--- src/rtl/branch_seq_ctrl.sv ---
// Instruction-sequencing controller: MEM -> CHECK -> FETCH -> RUN per instruction,
// with a memory-ready timeout, branch flush, short/long run phases, early run
// termination, halt at instruction boundaries, a sticky error state and counters.
module branch_seq_ctrl #(
  parameter int unsigned RUN_CYCLES      = 4,
  parameter int unsigned LONG_RUN_CYCLES = 8,
  parameter int unsigned MEM_TIMEOUT     = 15,
  parameter int unsigned CNT_W           = 32
) (
  input  logic             clk,
  input  logic             reset,
  input  logic             halt,
  input  logic             mem_ready,
  input  logic             branch,
  input  logic             long_op,
  input  logic             core_done,
  output logic             run,
  output logic             en_branch,
  output logic             en_fetch,
  output logic             en_memory,
  output logic             busy,
  output logic             timeout_err,
  output logic [2:0]       state_o,
  output logic [CNT_W-1:0] instr_count,
  output logic [CNT_W-1:0] branch_count
);

  localparam int unsigned RUN_W = (LONG_RUN_CYCLES > 1) ? $clog2(LONG_RUN_CYCLES) : 1;
  localparam int unsigned TO_W  = (MEM_TIMEOUT > 1) ? $clog2(MEM_TIMEOUT) : 1;

  localparam logic [RUN_W-1:0] RUN_LAST  = RUN_W'(RUN_CYCLES - 1);
  localparam logic [RUN_W-1:0] LONG_LAST = RUN_W'(LONG_RUN_CYCLES - 1);
  localparam logic [TO_W-1:0]  TO_LAST   = TO_W'(MEM_TIMEOUT - 1);

  typedef enum logic [2:0] {
    StIdle  = 3'd0,
    StMem   = 3'd1,
    StCheck = 3'd2,
    StFetch = 3'd3,
    StRun   = 3'd4,
    StError = 3'd5
  } state_e;

  state_e           r_state, w_state_nxt;
  logic [RUN_W-1:0] r_run_cnt, w_run_cnt_nxt;
  logic [TO_W-1:0]  r_to_cnt, w_to_cnt_nxt;
  logic             r_long, w_long_nxt;
  logic             r_timeout_err, w_timeout_err_nxt;
  logic [CNT_W-1:0] r_instr_count, w_instr_count_nxt;
  logic [CNT_W-1:0] r_branch_count, w_branch_count_nxt;
  logic [RUN_W-1:0] w_run_last;

  assign w_run_last   = r_long ? LONG_LAST : RUN_LAST;
  assign state_o      = r_state;
  assign timeout_err  = r_timeout_err;
  assign instr_count  = r_instr_count;
  assign branch_count = r_branch_count;

  // State and datapath registers; synchronous reset overrides everything.
  always_ff @(posedge clk) begin
    if (reset) begin
      r_state        <= StIdle;
      r_run_cnt      <= '0;
      r_to_cnt       <= '0;
      r_long         <= 1'b0;
      r_timeout_err  <= 1'b0;
      r_instr_count  <= '0;
      r_branch_count <= '0;
    end else begin
      r_state        <= w_state_nxt;
      r_run_cnt      <= w_run_cnt_nxt;
      r_to_cnt       <= w_to_cnt_nxt;
      r_long         <= w_long_nxt;
      r_timeout_err  <= w_timeout_err_nxt;
      r_instr_count  <= w_instr_count_nxt;
      r_branch_count <= w_branch_count_nxt;
    end
  end

  // Next-state logic and Moore enables decoded from the current state.
  always_comb begin
    w_state_nxt        = r_state;
    w_run_cnt_nxt      = r_run_cnt;
    w_to_cnt_nxt       = r_to_cnt;
    w_long_nxt         = r_long;
    w_timeout_err_nxt  = r_timeout_err;
    w_instr_count_nxt  = r_instr_count;
    w_branch_count_nxt = r_branch_count;
    run                = 1'b0;
    en_branch          = 1'b0;
    en_fetch           = 1'b0;
    en_memory          = 1'b0;
    busy               = 1'b0;

    case (r_state)
      StIdle: begin
        if (!halt) w_state_nxt = StMem;
      end
      StMem: begin
        en_memory = 1'b1;
        busy      = 1'b1;
        // A ready on the final allowed cycle still counts as success.
        if (mem_ready) begin
          w_state_nxt  = StCheck;
          w_to_cnt_nxt = '0;
        end else if (r_to_cnt == TO_LAST) begin
          w_state_nxt       = StError;
          w_timeout_err_nxt = 1'b1;
        end else begin
          w_to_cnt_nxt = r_to_cnt + 1'b1;
        end
      end
      StCheck: begin
        en_branch   = 1'b1;
        busy        = 1'b1;
        w_state_nxt = StFetch;
      end
      StFetch: begin
        en_fetch = 1'b1;
        busy     = 1'b1;
        // Taken branch flushes the fetched instruction; long_op is irrelevant then.
        if (branch) begin
          w_state_nxt        = StMem;
          w_branch_count_nxt = r_branch_count + 1'b1;
        end else begin
          w_long_nxt    = long_op;
          w_run_cnt_nxt = '0;
          w_state_nxt   = StRun;
        end
      end
      StRun: begin
        run           = 1'b1;
        busy          = 1'b1;
        w_run_cnt_nxt = r_run_cnt + 1'b1;
        if (core_done || (r_run_cnt == w_run_last)) begin
          w_instr_count_nxt = r_instr_count + 1'b1;
          w_state_nxt       = halt ? StIdle : StMem;
        end
      end
      StError: begin
        w_timeout_err_nxt = 1'b1;
      end
      default: begin
        w_state_nxt = StIdle;
      end
    endcase
  end

endmodule

--- config.mk ---
export PLATFORM = sky130hd
export DESIGN_NAME = branch_seq_ctrl
export DESIGN_NICKNAME = d
export VERILOG_FILES = /design/src/rtl/branch_seq_ctrl.sv
export SDC_FILE = /design/constraint.sdc
export NUM_CORES = 1
export LEC_CHECK = 0
export ABC_AREA = 1
export BUFFER_PORTS_ARGS = -buffer_cell sky130_fd_sc_hd__buf_2
export CORE_ASPECT_RATIO = 1.1
export CORE_MARGIN = 2
export CORE_UTILIZATION = 45
export CTS_CLUSTER_DIAMETER = 150
export DETAILED_ROUTE_END_ITERATION = 10
export GPL_ROUTABILITY_DRIVEN = 1
export PLACE_DENSITY = 0.7
export SYNTH_ARGS = -nofsm -noshare
export SYNTH_HDL_FRONTEND = slang
export SYNTH_SLANG_ARGS = --single-unit
export TNS_END_PERCENT = 50
--- constraint.sdc ---
create_clock -name clk -period 1.4 [get_ports clk]
set_input_delay 0 -clock clk [delete_from_list [all_inputs] [get_ports clk]]
set_output_delay 0 -clock clk [all_outputs]
set_load 0.1 [all_outputs]
==> flow_metrics.env <==
export IMPL_status="finished, violations left"
export IMPL_violations="setup timing"
export IMPL_grt_pass1_vias=4432
export IMPL_cp_max_fo=4
export IMPL_holdPathStages=6
export IMPL_synth_adder_area_share=0.01532
export IMPL_cts_htree_levels=3
export IMPL_worstMarginPinSlew_ns=0.4969
export IMPL_coreArea_um2=8828
export IMPL_ant_nets=0
export IMPL_cap_violations=0
export IMPL_regToRegSetupSlack_ns=-0.16
export IMPL_clockBufferDepth=2
export IMPL_area_sequential_um2=1673
export IMPL_hold_violations=0
export IMPL_fillers=675
export IMPL_grt_total_usage=0.2389
export IMPL_chipHeight_um=103.9
export IMPL_ir_drop_mv=0.6909
export IMPL_critPathLaunch="instr_count[0]"
export IMPL_worstSetupStartpointType="flip-flop"
export IMPL_rsz0062_at_grt="yes"
export IMPL_die_area_um2=9851
export IMPL_power_leakage_nw=2.690
export IMPL_final_min_clock_period_ns=1.562
export IMPL_synth_top_area_frac=0.3727
export IMPL_syn_to_final_growth_pct=56.11
export IMPL_rr_worst_depth=10
export IMPL_netlist_area_um2=4083
export IMPL_hold_path_class="input pin to flip-flop"
export IMPL_regToRegStartpoint="instr_count[0]"
export IMPL_grt_overflow=0
export IMPL_cp_required_ns=1.66
export IMPL_drc=0
export IMPL_n_antenna_cell=0
export IMPL_layout_commonest_cell="nand2_1"
export IMPL_wl_per_cell_um=14.33
export IMPL_hp_start="halt"
export IMPL_clock_sinks=76
export IMPL_synth_compound_area_frac=0.08060
export IMPL_dr_first_iter_drc_count=254
export IMPL_ys_seq_elements=76
export IMPL_hold_path_end="state_o[0]"
export IMPL_final_cell_mix="nand2_1, nor2_1, buf_2"
export IMPL_die_w_um=94.82
export IMPL_synth_area_leader_cell="dfxtp_1"
export IMPL_clock_latency_ns=0.36
export IMPL_synth_area_leaders="dfxtp_1, nand2_1, nor2_1, nand3_1, inv_1"
export IMPL_netlist_instances=629
export IMPL_synthSimpleGateAreaFrac=0.4110
export IMPL_ys_warn_count=0
export IMPL_worstPathArrival_ns=1.82
export IMPL_grt_pass1_wl_mm=19.39
export IMPL_synth_nets=641
export IMPL_slew_headroom=0.6710
export IMPL_synth_area_per_cell_um2=6.491
export IMPL_routed_wirelength_mm=13.05
export IMPL_synth_top_family_by_area="simple AND/OR/NAND/NOR gates"
export IMPL_multi_input_area_um2=2820
export IMPL_power_density_nw_per_um2=950.1
export IMPL_drive_above_1_share=0.4391
export IMPL_place_congestion=0.8710
export IMPL_port_buffers=79
export IMPL_rows=36
export IMPL_synth_area_mux_share=0
export IMPL_fin_crit_sh=1.115
export IMPL_setup_viol=36
export IMPL_end_kind="flip-flop"
export IMPL_synth_seq_area_share=0.3727
export IMPL_cts_tree="built"
export IMPL_firstDrtPassIters=4
export IMPL_via_count=4764
export IMPL_viasPerCell=5.229
export IMPL_yosysUniqueCellTypes=31
export IMPL_root_buffer="clkbuf_8"
export IMPL_crit_type="flip-flop to flip-flop"
export IMPL_hpwl_mm=8.151
export IMPL_synth_xor_area_share=0.03432
export IMPL_timing_rr_end="instr_count[26]"
export IMPL_initial_core_util=0.4624
export IMPL_grt_antenna_before_repair=0
export IMPL_worst_slack_ns=-0.1616
export IMPL_fin_nets=804
export IMPL_grt_max_degree=35
export IMPL_clk_transition_reported_paths_ns=0.09
export IMPL_placed_area_um2=5278
export IMPL_design_area_um2=6374
export IMPL_drv_slew=0
export IMPL_fin_worst_skew_ns=0.01017
export IMPL_ioPinCount=80
export IMPL_whs_ns=0.05379
export IMPL_clock_fmax_mhz=640.4
export IMPL_numCtsBuffers=9
-- synthesized netlist by cell type (all sizes together) --
| cell | instances |
|---|---|
| inv | 76 |
| nor3 | 22 |
| nand4 | 14 |
| o21bai | 5 |
| nand3 | 59 |
| nor2 | 122 |
| xnor2 | 6 |
| nand2 | 160 |
| nor3b | 4 |
| a21oi | 37 |
| o21ai | 16 |
| and2 | 1 |
| ha | 5 |
| a211oi | 1 |
| buf | 3 |
| clkinv | 1 |
| clkbuf | 8 |
| dfxtp | 76 |
| nand3b | 1 |
| o21a | 1 |
| o211ai | 1 |
| xor2 | 10 |
-- metal layers --
layer	global-route usage	routed length, um	vias up
li1	-	-	2342
met1	0.2954	5374	2228
met2	0.4144	6678	161
met3	0.03188	664	33
met4	0.09213	334	0
met5	0	0	-
-- power by group --
group / switching, mW / leakage, nW / internal [mW]
combinational: 1.25 / 1.93 / 0.670
sequential: 0.0945 / 0.653 / 2.19
clock: 0.892 / 0.110 / 0.963
total: 2.23 / 2.69 / 3.82
-- worst max path at each step --
stage,to,slack [ns],cells past startpoint
after floorplan,busy,-1.04,4
after global placement,branch_count[28],-0.07,9
after detailed placement,branch_count[28],-0.13,9
after CTS,busy,-0.09,6
after global routing,instr_count[18],-0.24,10
final,instr_count[26],-0.16,10
-- registers in the layout (all words and copies together), names as in the netlist --
register      flops
branch_count     32
state_o           3
instr_count      32
r_to_cnt          4
r_run_cnt         3
timeout_err       1
r_long            1
-- what timing repair did --
action,CTS,global route
endpoints found under the setup margin,51,70
hold endpoints to repair,8,0
hold buffers,3,0
gates resized for setup,36,114
gates cloned,0,2
pin swaps,13,59
setup buffers,8,20
-- through the flow --
| stage | util | setup WS [ns] | cells | total power, mW | setup TNS [ns] |
|---|---|---|---|---|---|
| floorplan | - | -1.039 | 629 | 3.413 | -17.87 |
| global placement | 0.5978 | -0.07155 | 862 | 3.894 | -0.4769 |
| detailed placement | 0.5978 | -0.1284 | 862 | 3.912 | -1.437 |
| CTS | 0.6474 | -0.08862 | 889 | 5.830 | -0.9767 |
| global route | 0.7219 | -0.2429 | 911 | 6.254 | -6.170 |
| finish | 0.7219 | -0.1616 | 911 | 6.055 | -2.085 |
-- worst max-delay path, stage by stage, from the launching register on --
cell	delay, ns
dfxtp_4	0.39
ha_4	0.15
nand3_4	0.07
nor2_4	0.14
buf_4	0.14
buf_4	0.10
nand4_1	0.11
nor2_2	0.18
nand3_1	0.09
nand2_1	0.06
nor2_1	0.04
-- area by class of cell --
class | instances | share of cell area
clock buffers | 12 | 0.03121
clock inverters | 4 | 0.003926
inverters | 77 | 0.04770
multi-input cells | 466 | 0.4425
flip-flops and latches | 76 | 0.2625
well taps | 114 | 0.02238
repair buffers | 162 | 0.1898
-- cells by family (layout without fill, tap and decap cells) --
kind of cell	after synthesis	in the layout
AOI/OAI and AO/OA	61	61
xor gates and xnor gates	16	16
buffers and inverters	88	255
and+or+nand+nor	383	384
DFF	76	76
adders and majority gates	5	5
No activity file was read; power rests on OpenSTA's default activity.
